## src/rtl/seq_pattern_tx.sv

```systemverilog
// seq_pattern_tx: serial MSB-first pattern transmitter with repeats and idle gaps.
// Define SEQ_TX_PARITY_EN to append an even-parity bit after each pattern copy.
module seq_pattern_tx #(
  parameter int PAT_W   = 8,
  parameter int LEN_W   = 4,
  parameter int GAP_CYC = 2
) (
  input  logic             clk,
  input  logic             rst_n,
  input  logic             start,
  input  logic [PAT_W-1:0] pattern,
  input  logic [LEN_W-1:0] len,
  input  logic [3:0]       reps,
  input  logic             abort,
  output logic             C,
  output logic             c_valid,
  output logic             busy,
  output logic             done,
  output logic             err
);
  localparam int GW = $clog2(GAP_CYC + 1);
  localparam logic [LEN_W-1:0] PAT_L = LEN_W'(PAT_W);
  localparam logic [LEN_W-1:0] L1 = LEN_W'(1);
  localparam logic [GW-1:0] GAP_L = GW'(GAP_CYC - 1);
  typedef enum logic [2:0] {
    IDLE,
    SEND,
`ifdef SEQ_TX_PARITY_EN
    PAR,
`endif
    GAP,
    DONE
  } state_t;
  state_t state_q, state_d;
  logic [PAT_W-1:0] pat_q, pat_d;
  logic [LEN_W-1:0] len_q, len_d, idx_q, idx_d, len_c;
  logic [3:0] reps_q, reps_d;
  logic [GW-1:0] gap_q, gap_d;
  logic c_q, c_d, cv_q, cv_d, busy_q, busy_d, done_q, done_d, err_q, err_d, fin;
`ifdef SEQ_TX_PARITY_EN
  logic par_q, par_d;
`endif
  function automatic logic bit_at(input logic [PAT_W-1:0] p, input logic [LEN_W-1:0] i);
    return |(p & (PAT_W'(1) << i));
  endfunction
  // Outputs are registered from next-state values so the first bit shows right after the start edge.
  always_comb begin
    state_d = state_q;
    pat_d = pat_q;
    len_d = len_q;
    reps_d = reps_q;
    idx_d = idx_q;
    gap_d = gap_q;
    c_d = 1'b0;
    cv_d = 1'b0;
    done_d = 1'b0;
    err_d = 1'b0;
    fin = 1'b0;
    len_c = (len > PAT_L) ? PAT_L : len;
`ifdef SEQ_TX_PARITY_EN
    par_d = par_q;
`endif
    if (state_q == IDLE) begin
      if (start && !abort && len == '0) begin
        err_d = 1'b1;
      end else if (start && !abort) begin
        pat_d = pattern;
        len_d = len_c;
        reps_d = (reps == 4'd0) ? 4'd1 : reps;
        idx_d = len_c - L1;
        c_d = bit_at(pattern, idx_d);
        cv_d = 1'b1;
        state_d = SEND;
`ifdef SEQ_TX_PARITY_EN
        par_d = c_d;
`endif
      end
    end else if (state_q == SEND) begin
      if (idx_q != '0) begin
        idx_d = idx_q - L1;
        c_d = bit_at(pat_q, idx_d);
        cv_d = 1'b1;
`ifdef SEQ_TX_PARITY_EN
        par_d = par_q ^ c_d;
`endif
      end else begin
`ifdef SEQ_TX_PARITY_EN
        state_d = PAR;
        c_d = par_q;
        cv_d = 1'b1;
`else
        fin = 1'b1;
`endif
      end
`ifdef SEQ_TX_PARITY_EN
    end else if (state_q == PAR) begin
      fin = 1'b1;
`endif
    end else if (state_q == GAP) begin
      if (gap_q != '0) begin
        gap_d = gap_q - GW'(1);
      end else begin
        state_d = SEND;
        idx_d = len_q - L1;
        c_d = bit_at(pat_q, idx_d);
        cv_d = 1'b1;
`ifdef SEQ_TX_PARITY_EN
        par_d = c_d;
`endif
      end
    end else begin
      state_d = IDLE;
    end
    if (fin) begin
      state_d = (reps_q > 4'd1) ? GAP : DONE;
      reps_d = (reps_q > 4'd1) ? reps_q - 4'd1 : reps_q;
      gap_d = GAP_L;
      done_d = !(reps_q > 4'd1);
    end
    if (abort && state_q != IDLE) begin
      state_d = IDLE;
      c_d = 1'b0;
      cv_d = 1'b0;
      done_d = 1'b0;
    end
    busy_d = state_d != IDLE;
  end
  always_ff @(posedge clk) begin
    if (!rst_n) begin
      state_q <= IDLE;
      pat_q <= '0;
      len_q <= '0;
      reps_q <= '0;
      idx_q <= '0;
      gap_q <= '0;
      c_q <= 1'b0;
      cv_q <= 1'b0;
      busy_q <= 1'b0;
      done_q <= 1'b0;
      err_q <= 1'b0;
`ifdef SEQ_TX_PARITY_EN
      par_q <= 1'b0;
`endif
    end else begin
      state_q <= state_d;
      pat_q <= pat_d;
      len_q <= len_d;
      reps_q <= reps_d;
      idx_q <= idx_d;
      gap_q <= gap_d;
      c_q <= c_d;
      cv_q <= cv_d;
      busy_q <= busy_d;
      done_q <= done_d;
      err_q <= err_d;
`ifdef SEQ_TX_PARITY_EN
      par_q <= par_d;
`endif
    end
  end
  assign C = c_q;
  assign c_valid = cv_q;
  assign busy = busy_q;
  assign done = done_q;
  assign err = err_q;
endmodule

```

## config.mk

```make
export PLATFORM = sky130hd
export DESIGN_NAME = seq_pattern_tx
export DESIGN_NICKNAME = d
export VERILOG_FILES = /design/src/rtl/seq_pattern_tx.sv
export SDC_FILE = /design/constraint.sdc
export NUM_CORES = 1
export LEC_CHECK = 0
export ABC_AREA = 1
export BUFFER_PORTS_ARGS = -buffer_cell sky130_fd_sc_hd__buf_2
export CAP_MARGIN = 10
export CORE_ASPECT_RATIO = 2
export CORE_MARGIN = 2
export CORE_UTILIZATION = 55
export DETAILED_ROUTE_END_ITERATION = 12
export PLACE_DENSITY_LB_ADDON = 0.3
export SLEW_MARGIN = 20
export SYNTH_ARGS = -nofsm -noshare
export SYNTH_HDL_FRONTEND = slang
export SYNTH_SLANG_ARGS = --single-unit
```

## constraint.sdc

```tcl
create_clock -name clk -period 3.55 [get_ports clk]
set_input_delay 0.8875 -clock clk [delete_from_list [all_inputs] [get_ports clk]]
set_output_delay 0.8875 -clock clk [all_outputs]
set_load 0.05 [all_outputs]
```

==> metrics.md, run 1 <==
| Metric | Value |
|---|---|
| Run status | `finished clean` |
| DRT Pass-1 Iters | `4` |
| Max-Cap Viols | `0` |
| Yosys top cell by area | `dfxtp_1` |
| Met1 WL | `1500 um` |
| Routed Antenna Nets | `0` |
| R2r endpoint | `reps_q[3]$_SDFFE_PN0P_` |
| CTS clk-pin slew, worst paths | `0.06 ns` |
| Worst VDD drop | `0.300 mV` |
| Total wire length | `4180 um` |
| Layout filler cell count | `311` |
| Slew @ Worst Pin | `0.748 ns` |
| Syn Area/Cell | `6.75 um2` |
| Power, Total | `0.759 mW` |
| Ant diodes | `0` |
| IO Port Bufs | `24` |
| Hold_buf cts | `0` |
| Tmin final | `2.24 ns` |
| Core ar. | `0.00319 mm2` |
| Nets | `335` |
| Later-pin clock latency in the skew report | `0.28 ns` |
| Design area | `0.00205 mm2` |
| Post-synthesis sequential area ratio | `32.7%` |
| Worst reg2reg path depth | `10` |
| Post-CTS Setup Inserts | `0` |
| Gates resized, CTS repair | `0` |
| Kind of critical path | `input port to flip-flop` |
| GPL Wtd Cong | `0.811` |
| Worst path arrival time | `2.39 ns` |
| Met2 routed WL | `2480 um` |
| Post-DP HPWL | `3310 um` |
| Most common cell in the netlist | `nand2_1` |
| Top_reg_cell synth | `dfxtp_1` |
| Reg2Reg Setup Slack | `1.92 ns` |
| Fin crit share | `63.0%` |
| Initial antenna violation count | `0` |
| Number of global-route vias before repair | `1678` |
| GRT Resource Usage Total | `24.7%` |
| Worst Hold Launch | `pat_q[7]$_SDFFE_PN0P_` |
| Clk pwr share | `34.0%` |
| Synth top area share | `32.7%` |
| Hold WC Path Type | `flip-flop to flip-flop` |
| Gate power share | `17.9%` |
| Global-route wire length before repair | `6980 um` |
| PwrDens | `370 mW/mm2` |
| Inst Count DP | `323` |
| Critical Path End Type | `flip-flop` |
| Synth unique cells | `30` |
| Syn Nets | `308` |
| Final std cells w/o fill | `330` |
| Top cells by area, synth | `dfxtp_1 33%, nand2_1 13%, ha_1 11%` |
| Register area | `601 um2` |
| Placed Area | `0.00197 mm2` |
| Warnings from Yosys | `0` |
| Synthesized area | `0.00184 mm2` |
| Worst-path fanout max | `4` |
| Multi-input logic area | `0.00108 mm2` |
| Unrepaired setup endpoints after global routing | `false` |
| Root buf cell | `clkbuf_8` |
| Hold Crit Depth | `2` |
| Total congestion overflow | `0` |
| Flop pwr share | `48.2%` |
| Sw frac | `29.7%` |
| Max_slew headroom | `49.6%` |
| Vias/cell | `5.32` |
| FP Rows | `29` |
| Die W | `44.9 um` |
| H-tree depth | `2` |
| Pins Over Slew Limit | `0` |
| Worst Hold Path EP | `pat_q[7]$_SDFFE_PN0P_` |
| I/O pins | `25` |
| Layout cells sized above 1 | `15.1%` |
| Final setup fails | `0` |
| Syn Inst Count | `272` |
| TritonCTS buffer count | `5` |
| Post-route DRC | `0` |
| Largest net degree at the start of global routing | `25` |
| DR vias | `1757` |
| Highest Signal Layer | `met4` |
| CTS tree | `yes` |
| Static leakage | `1.03 nW` |
| Commonest cells in the synthesized netlist | `62 x nand2_1, 45 x nor2_1, 32 x o21ai_0, 31 x inv_1, 30 x dfxtp_1` |
| Starting Density | `57.5%` |
| Synth Register Bits | `30` |
| Worst R2R Start | `idx_q[0]$_SDFFE_PN0P_` |
| Final Skew | `0.00249 ns` |
| Startpoint types | `input port` |
| Die area | `0.00385 mm2` |
| Final hold vios | `0` |
| Net switching power | `0.225 mW` |
| Wirelength per Cell | `12.7 um` |
| Die height | `85.7 um` |
| Fmax | `447 MHz` |
| Clk buf depth | `2` |
| Int Pwr | `0.534 mW` |
| Fin Setup TNS | `0 ns` |
| EDFF count, synth | `0` |
| Initial drt markers | `31` |
| Met3 WL post-DR | `99 um` |
| Area growth, synth to finish | `11.6%` |
| WP data required | `3.70 ns` |
| TritonCTS Sinks | `30` |
| Post-synth ARST share | `0%` |
==> stage by stage <==
step	hold slack [ns]	util (%)	setup slack (ns)
6_report	0.498	64.2	1.31
4_1_cts	0.506	64.2	1.32
5_1_grt	0.531	64.2	1.14
3_5_place_dp	0.497	61.8	1.07
3_3_place_gp	0.487	61.8	1.14
2_1_floorplan	0.440	-	1.36
==> worst max path at each step <==
stage                     cells after the start   start      endpoint
after floorplan                              13  len[1]  C$_SDFF_PP0_
after global placement                       14  len[1]  C$_SDFF_PP0_
after detailed placement                     14  len[1]  C$_SDFF_PP0_
after CTS                                    14  len[1]  C$_SDFF_PP0_
after global routing                         14  len[1]  C$_SDFF_PP0_
final                                        14  len[1]  C$_SDFF_PP0_
==> cell type report <==
| type | count | share of cell area (%) |
|---|---|---|
| Timing Repair Buffer | 24 | 5.86 |
| Inverter | 35 | 6.47 |
| Tap cell | 31 | 1.89 |
| Clock inverter | 2 | 0.488 |
| Multi-Input combinational cell | 203 | 52.7 |
| Clock buffer | 5 | 3.36 |
| Sequential cell | 30 | 29.3 |
==> critical path, stage by stage <==
cell and delay (ns):
buf_2 0.11, nor2_1 0.13, nand2_1 0.07, a21oi_1 0.30, inv_1 0.09, ha_1 0.20
inv_1 0.05, nand3_1 0.08, nand2_1 0.11, nand2_1 0.06, o21ai_1 0.11, nor2_1 0.06
nor2_1 0.10, nor2_1 0.04
==> cells by family after synthesis <==
kind of cell	Yosys count	synth area share [%]
buffers and inverters	39	8.51
and+or+nand+nor	134	31.8
adders and majority gates	16	10.9
DFF	30	32.7
other	1	0.204
AOI/OAI and AO/OA	50	14.9
xor gates and xnor gates	2	0.954
==> state kept, by name (all words and copies together) (netlist names), 2 cells and up <==
name / flops
gap_q: 2
reps_q: 4
len_q: 4
state_q: 3
idx_q: 4
pat_q: 8
==> power by group through the flow <==
stage,registers (mW),clock network (mW),logic (mW)
6_report,0.366,0.258,0.136
5_1_grt,0.367,0.276,0.156
4_1_cts,0.366,0.260,0.136
3_5_place_dp,0.373,0,0.135
3_3_place_gp,0.373,0,0.133
2_1_floorplan,0.373,0,0.0962
==> layout by cell type (no fill, tap or decap) <==
master,n
inv_2,3
nor2_4,2
o2111ai_1,1
nand2_2,2
inv_1,31
o21ai_1,2
or2_2,1
nor2_1,45
nand2_1,62
clkbuf_8,5
clkinv_2,3
nand2_4,2
o21ai_0,32
buf_2,24
nor3_1,1
conb_1,1
nand3_1,10
ha_1,16
o211a_1,1
dfxtp_1,30
a31oi_1,2
a21oi_1,10
xnor2_1,2
o22ai_1,1
a21oi_4,1
nand4_1,4
nand3b_1,3
nor2_2,1
nand3_2,1
==> routing by layer <==
layer  track usage (%)  vias up
met2              49.4       26
met5                 0        -
met1              22.1      796
met4              9.09        0
li1                  -      924
met3              5.05       11
Power figures use the tool's default switching activity.
==> run 2, diff against run 1 <==
clock period = 2.1 ns   (was 3.55 ns; I/O delays follow)
==> run 2 against run 1 <==
Net effect: non-clock buffer count is 4 higher; combinational power up 75%; sequential power up 69%; first-iteration DRC count shrank 13%; via count rose by 0.97%; power increased by 88%; register-to-register slack got worse by 1.5 ns; hold slack worse by 0.0041 ns; clock skew is essentially flat; clock power up 120%; critical endpoint unchanged.
==> metrics.md, run 2 (same netlist as run 1, synthesis figures left out) <==
| Metric | Value |
|---|---|
| Starting Density | `57.5% (unchanged)` |
| Fin Setup TNS | `0 ns (unchanged)` |
| Vias/cell | `5.30 (was 5.32)` |
| I/O pins | `25 (unchanged)` |
| Die height | `85.7 um (unchanged)` |
| TritonCTS buffer count | `5 (unchanged)` |
| Later-pin clock latency in the skew report | `0.28 ns (about the same)` |
| Hold_buf cts | `0 (unchanged)` |
| Final Skew | `0.00252 ns (was 0.00249 ns)` |
| Most flop-heavy register | `pat_q (unchanged)` |
| CP cell instances | `buf_2 > nor2_1 > nand2_1 > a21oi_1 > inv_1 > ha_1 > inv_1 > nand3_1 > nand2_1 > nand2_1 > o21ai_1 > nor2_1 > nor2_1 > nor2_1 (unchanged)` |
| Unrepaired setup endpoints after global routing | `false (unchanged)` |
| Area growth, synth to finish | `15.0% (was 11.6%)` |
| Max_slew headroom | `48.1% (was 49.6%)` |
| Nets | `339 (was 335)` |
| IO Port Bufs | `24 (unchanged)` |
| Kind of critical path | `input port to flip-flop (unchanged)` |
| Max FFs per register | `8 (unchanged)` |
| Pins Over Slew Limit | `0 (unchanged)` |
| DRT Pass-1 Iters | `4 (unchanged)` |
| FP Rows | `29 (unchanged)` |
| Worst VDD drop | `0.611 mV (was 0.300 mV)` |
| Gates resized, CTS repair | `0 (unchanged)` |
| Commonest non-fill, non-tap cell in the layout | `nand2_1 (unchanged)` |
| Max-Cap Viols | `0 (unchanged)` |
| Layout filler cell count | `302 (was 311)` |
| Slowest-stage cell, CP | `ha_1 (was a21oi_1)` |
| Slew @ Worst Pin | `0.771 ns (was 0.748 ns)` |
| Wirelength per Cell | `12.6 um (was 12.7 um)` |
| Run status | `finished clean (unchanged)` |
| Fmax | `587 MHz` |
| Hold WC Path Type | `flip-flop to flip-flop (unchanged)` |
| Largest net degree at the start of global routing | `24 (was 25)` |
| DR vias | `1774 (was 1757)` |
| Most Frequent Cell on Critical Path | `nor2_1 (unchanged)` |
| Total congestion overflow | `0 (unchanged)` |
| Initial antenna violation count | `0 (unchanged)` |
| Final hold vios | `0 (unchanged)` |
| Global-route wire length before repair | `7210 um (was 6980 um)` |
| Post-route DRC | `0 (unchanged)` |
| Die W | `44.9 um (unchanged)` |
| Largest stage delay, worst path | `0.19 ns (was 0.30 ns)` |
| PwrDens | `676 mW/mm2 (was 370 mW/mm2)` |
| CTS clk-pin slew, worst paths | `0.06 ns (about the same)` |
| Commonest cells after routing, fill and taps aside | `62 x nand2_1, 45 x nor2_1, 32 x o21ai_0, 31 x inv_1, 30 x dfxtp_1 (unchanged)` |
| Buf/Inv on CP | `3 (unchanged)` |
| Post-CTS Setup Inserts | `0 (unchanged)` |
| Static leakage | `1.06 nW (was 1.03 nW)` |
| Clk buf depth | `2 (unchanged)` |
| CP top delay family | `simple AND/OR/NAND/NOR gates (unchanged)` |
| Worst-path fanout max | `3 (was 4)` |
| WP data required | `2.25 ns (was 3.70 ns)` |
| Worst path arrival time | `1.85 ns (was 2.39 ns)` |
| Tmin final | `1.70 ns` |
| TritonCTS Sinks | `30 (unchanged)` |
| Final setup fails | `0 (unchanged)` |
| Die area | `0.00385 mm2 (unchanged)` |
| Critical Path End Type | `flip-flop (unchanged)` |
| Ant diodes | `0 (unchanged)` |
| GPL Wtd Cong | `0.818 (was 0.811)` |
| Routed Antenna Nets | `0 (unchanged)` |
| Initial drt markers | `27 (was 31)` |
| Startpoint types | `input port (unchanged)` |
| Fin crit share | `81.2%` |
| GRT Resource Usage Total | `25.6% (was 24.7%)` |
| Power, Total | `1.43 mW (was 0.759 mW)` |
| Post-DP HPWL | `3350 um (was 3310 um)` |
| CTS tree | `yes (unchanged)` |
| Core ar. | `0.00319 mm2 (unchanged)` |
| Total wire length | `4210 um (was 4180 um)` |
| H-tree depth | `2 (unchanged)` |
| Root buf cell | `clkbuf_8 (unchanged)` |
| Number of global-route vias before repair | `1739 (was 1678)` |
| Layout cells sized above 1 | `16.1% (was 15.1%)` |
run 2: cell count changes in the layout (fill, tap and decap cells not counted):
cell,previous run,this run
buf_4,0,4
clkinv_2,3,1
bufinv_16,0,1
clkinvlp_4,0,1
clkbuf_1,0,1
run 2: tightest hold or removal path, cell delays in order (launching register included):
cell     delay [ns]
dfxtp_1        0.30
inv_1          0.09
a21oi_1        0.07
run 2: metrics by stage:
step	area (um2)	setup slack, ns	util [%]	hold WS [ns]	cells
finish	2110	0.395	66.1	0.494	335
floorplan	1840	0.275	-	0.440	272
detailed placement	2000	0.0964	62.7	0.491	327
global route	2110	0.175	66.1	0.521	335
CTS	2110	0.394	66.1	0.500	335
global placement	2000	0.176	62.7	0.477	327
run 2: area by class of cell:
class / count / area (um2) / area share (%)
Clock buffer: 6 / 72.6 / 3.44
Multi-Input combinational cell: 203 / 1080 / 51.1
Sequential cell: 30 / 601 / 28.4
Inverter: 35 / 133 / 6.28
Timing Repair Buffer: 28 / 150 / 7.11
Tap cell: 31 / 38.8 / 1.84
Clock inverter: 2 / 37.5 / 1.78
run 2: report_power, final:
| group | total [mW] | internal (mW) | switching (mW) |
|---|---|---|---|
| Combinational | 0.238 | 0.0908 | 0.148 |
| Sequential | 0.617 | 0.595 | 0.0220 |
| Clock | 0.573 | 0.353 | 0.219 |
run 2: final timing paths:
path	from	to	slack (ns)	depth (start not counted)
worst min-delay path	pat_q[3]$_SDFFE_PN0P_	pat_q[3]$_SDFFE_PN0P_	0.49	2
worst max register to register	idx_q[0]$_SDFFE_PN0P_	reps_q[3]$_SDFFE_PN0P_	0.46	10
worst max-delay path	len[1]	C$_SDFF_PP0_	0.40	14
worst min register to register	pat_q[3]$_SDFFE_PN0P_	pat_q[3]$_SDFFE_PN0P_	0.49	2
run 2: metal layers:
layer / wire, um / global-route usage, % / vias up
li1: - / - / 928
met1: 1470 / 22.9 / 814
met2: 2470 / 48.6 / 19
met3: 70 / 4.42 / 13
met4: 193 / 15.8 / 0
met5: 0 / 0 / -
==> run 3, diff against run 2 <==
ABC_AREA = 0   (was 1)
clock period = 1.6 ns   (was 2.1 ns; I/O delays follow)
==> run 3 against run 2 <==
Net effect: the flow now finishes with violations (negative setup slack); setup slack worse by 0.43 ns; critical path type is now flip-flop to flip-flop; die area rose by 1.5%; largest cell class unchanged; largest power group unchanged; combinational power rose by 72%; first-iteration DRC count grew to 2.7 times the previous value; via count rose by 5.0%; synthesized cell count shrank 17%.
==> metrics.md, run 3 <==
| Metric | Value |
|---|---|
| Static leakage | `1.03 nW (was 1.06 nW)` |
| Worst-path fanout max | `3 (unchanged)` |
| Inst Count DP | `302 (was 327)` |
| Area growth, synth to finish | `32.0% (was 15.0%)` |
| Post-synthesis sequential area ratio | `32.2% (was 32.7%)` |
| Clk buf depth | `2 (unchanged)` |
| Fmax | `610 MHz` |
| Fin crit share | `102%` |
| Nets | `316 (was 339)` |
| Post-layout util | `74.6% (was 66.1%)` |
| Ant diodes | `0 (unchanged)` |
| Power, Total | `1.79 mW (was 1.43 mW)` |
| Pins Over Slew Limit | `0 (unchanged)` |
| Syn Nets | `262 (was 308)` |
| Kind of critical path | `flip-flop to flip-flop (was input port to flip-flop)` |
| Tmin final | `1.64 ns` |
| Largest net degree at the start of global routing | `15 (was 24)` |
| Worst path arrival time | `1.84 ns (was 1.85 ns)` |
| Unrepaired setup endpoints after global routing | `true (was false)` |
| Synth top area share | `32.2% (was 32.7%)` |
| Final Skew | `0.00746 ns (was 0.00252 ns)` |
| DRT Pass-1 Iters | `5 (was 4)` |
| GRT Resource Usage Total | `27.5% (was 25.6%)` |
| Startpoint types | `flip-flop (was input port)` |
| PwrDens | `725 mW/mm2 (was 676 mW/mm2)` |
| Final hold vios | `0 (unchanged)` |
| Syn Inst Count | `226 (was 272)` |
| CTS clk-pin slew, worst paths | `0.06 ns (about the same)` |
| Synthesized area | `0.00187 mm2 (was 0.00184 mm2)` |
| Total congestion overflow | `0 (unchanged)` |
| Number of global-route vias before repair | `1723 (was 1739)` |
| Total wire length | `5110 um (was 4210 um)` |
| Worst Setup Slack, final | `-0.0390 ns (was 0.395 ns)` |
| Wirelength per Cell | `16.4 um (was 12.6 um)` |
| Critical Path End Type | `flip-flop (unchanged)` |
| Commonest cells after routing, fill and taps aside | `29 x buf_4, 28 x dfxtp_1, 27 x nand2_1, 24 x buf_2 (was 62 x nand2_1, 45 x nor2_1, 32 x o21ai_0, 31 x inv_1, 30 x dfxtp_1)` |
| Later-pin clock latency in the skew report | `0.29 ns (was 0.28 ns)` |
| Die height | `86.4 um (was 85.7 um)` |
| H-tree depth | `2 (unchanged)` |
| Initial drt markers | `73 (was 27)` |
| DR vias | `1862 (was 1774)` |
| TritonCTS Sinks | `30 (unchanged)` |
| Core ar. | `0.00330 mm2 (was 0.00319 mm2)` |
| Top_reg_cell synth | `dfxtp_1 (unchanged)` |
| Layout cells sized above 1 | `37.5% (was 16.1%)` |
| Hold WC Path Type | `input port to flip-flop (was flip-flop to flip-flop)` |
| TritonCTS buffer count | `5 (unchanged)` |
| Syn Area/Cell | `8.26 um2 (was 6.75 um2)` |
| Top cells by area, synth | `dfxtp_1 32%, ha_1 11%, nand2_1 5.8% (was dfxtp_1 33%, nand2_1 13%, ha_1 11%)` |
| CTS tree | `yes (unchanged)` |
| Post-route DRC | `0 (unchanged)` |
| Max-Cap Viols | `0 (unchanged)` |
| EDFF count, synth | `0 (unchanged)` |
| Vias/cell | `5.97 (was 5.30)` |
| Global-route wire length before repair | `7960 um (was 7210 um)` |
| Synth Register Bits | `30 (unchanged)` |
| Die area | `0.00390 mm2 (was 0.00385 mm2)` |
| Post-DP HPWL | `3590 um (was 3350 um)` |
| Starting Density | `56.5% (was 57.5%)` |
| GPL Wtd Cong | `0.866 (was 0.818)` |
| Most flop-heavy register | `pat_q (unchanged)` |
| Routed Antenna Nets | `0 (unchanged)` |
| Commonest cells in the synthesized netlist | `30 x dfxtp_1, 29 x nand2_1, 17 x nor2_1, 16 x a21oi_1, 16 x ha_1 (was 62 x nand2_1, 45 x nor2_1, 32 x o21ai_0, 31 x inv_1, 30 x dfxtp_1)` |
| Warnings from Yosys | `0 (unchanged)` |
| Violated checks | `negative setup slack` |
| Die W | `45.2 um (was 44.9 um)` |
| Root buf cell | `clkbuf_8 (unchanged)` |
| Post-synth ARST share | `0% (unchanged)` |
| WP data required | `1.80 ns (was 2.25 ns)` |
| Yosys top cell by area | `dfxtp_1 (unchanged)` |
| Worst VDD drop | `0.718 mV (was 0.611 mV)` |
| Final setup fails | `7 (was 0)` |
| Final std cells w/o fill | `312 (was 335)` |
| Max FFs per register | `8 (unchanged)` |
| Commonest non-fill, non-tap cell in the layout | `buf_4 (was nand2_1)` |
| Most common cell in the netlist | `dfxtp_1 (was nand2_1)` |
| Run status | `complete, but fails checks (was finished clean)` |
| IO Port Bufs | `24 (unchanged)` |
| I/O pins | `25 (unchanged)` |
| Synth unique cells | `51 (was 30)` |
| Initial antenna violation count | `0 (unchanged)` |
| FP Rows | `30 (was 29)` |
| Worst hold margin | `0.366 ns (was 0.494 ns)` |
==> run 3: cell types whose count changed in the layout (fill, tap and decap cells not counted), moves of 4 or more <==
| cell | previous run | this run |
|---|---|---|
| nand2_1 | 62 | 27 |
| nor2_1 | 45 | 14 |
| buf_4 | 4 | 29 |
| o21ai_0 | 32 | 9 |
| inv_1 | 31 | 10 |
| a22oi_1 | 0 | 11 |
| a21oi_2 | 0 | 6 |
| nand3_1 | 10 | 4 |
| nor3_1 | 1 | 7 |
| buf_6 | 0 | 4 |
| nand4_1 | 4 | 0 |
| o211ai_1 | 0 | 4 |
==> run 3: layer usage <==
| metal | vias to the layer above | routed length [um] | GRT usage (%) |
|---|---|---|---|
| met5 | - | 0 | 0 |
| met4 | 0 | 85 | 8.56 |
| met2 | 74 | 2720 | 47.3 |
| met1 | 873 | 2030 | 33.3 |
| li1 | 907 | - | - |
| met3 | 8 | 273 | 4.79 |
==> run 3: per-stage QoR <==
stage	instance area, um2	setup TNS, ns	worst slack (ns)
after detailed placement	2270	-2.82	-0.166
after floorplan	1950	-0.700	-0.0946
after global placement	2270	-2.02	-0.148
after CTS	2380	-0.00449	-0.00449
after global routing	2460	-0.883	-0.0760
final	2460	-0.156	-0.0390
==> run 3: cells by family after synthesis <==
| group | count (synthesis) | share of synthesized area (%) |
|---|---|---|
| AO/OA/AOI/OAI | 64 | 22.2 |
| flip-flops | 30 | 32.2 |
| buffers and inverters | 24 | 7.44 |
| AND/OR/NAND/NOR | 84 | 23.9 |
| adder cells (fa/ha/maj) | 16 | 10.7 |
| XOR/XNOR | 6 | 2.81 |
| other | 1 | 0.201 |
| multiplexers | 1 | 0.536 |
==> run 3: power breakdown <==
group,internal (mW),leakage [nW],total [mW],switching (mW)
clock,0.291,0.0438,0.578,0.287
combinational,0.195,0.740,0.409,0.214
sequential,0.775,0.245,0.800,0.0256
total,1.26,1.03,1.79,0.527
==> run 3: path summary, 6_finish.rpt <==
kind	from	to	slack [ns]	depth (start not counted)
max	state_q[1]$_SDFF_PN0_	C$_SDFF_PP0_	-0.04	7
max reg2reg	state_q[1]$_SDFF_PN0_	C$_SDFF_PP0_	-0.04	7
min	pattern[0]	pat_q[0]$_SDFFE_PN0P_	0.37	3
min reg2reg	gap_q[1]$_SDFFE_PP0P_	gap_q[1]$_SDFFE_PP0P_	0.49	2
==> run 3: critical path, stage by stage, from the launching register on <==
cell and delay (ns):
dfxtp_2 0.33, or3_4 0.42, buf_6 0.14, buf_4 0.12, nand2_1 0.08, nand2_2 0.10
a211o_1 0.28, o311ai_2 0.09
==> run 3: final cells by class <==
| type | count | area, um2 |
|---|---|---|
| clock buffers | 5 | 68.8 |
| clock inverters | 2 | 10.0 |
| fillers | 236 | 838 |
| inverters | 12 | 45.0 |
| multi-input cells | 173 | 1290 |
| flip-flops and latches | 30 | 603 |
| well taps | 32 | 40.0 |
| repair buffers | 58 | 403 |
==> run 3: what timing repair did <==
action                                  in CTS  in global routing
endpoints found under the setup margin      20                 26
endpoints found under the hold margin        0                  0
cloned                                       0                  1
setup buffers                                1                  1
pin swaps                                    2                  9
resized for setup                           10                 21
hold buffers                                 0                  0
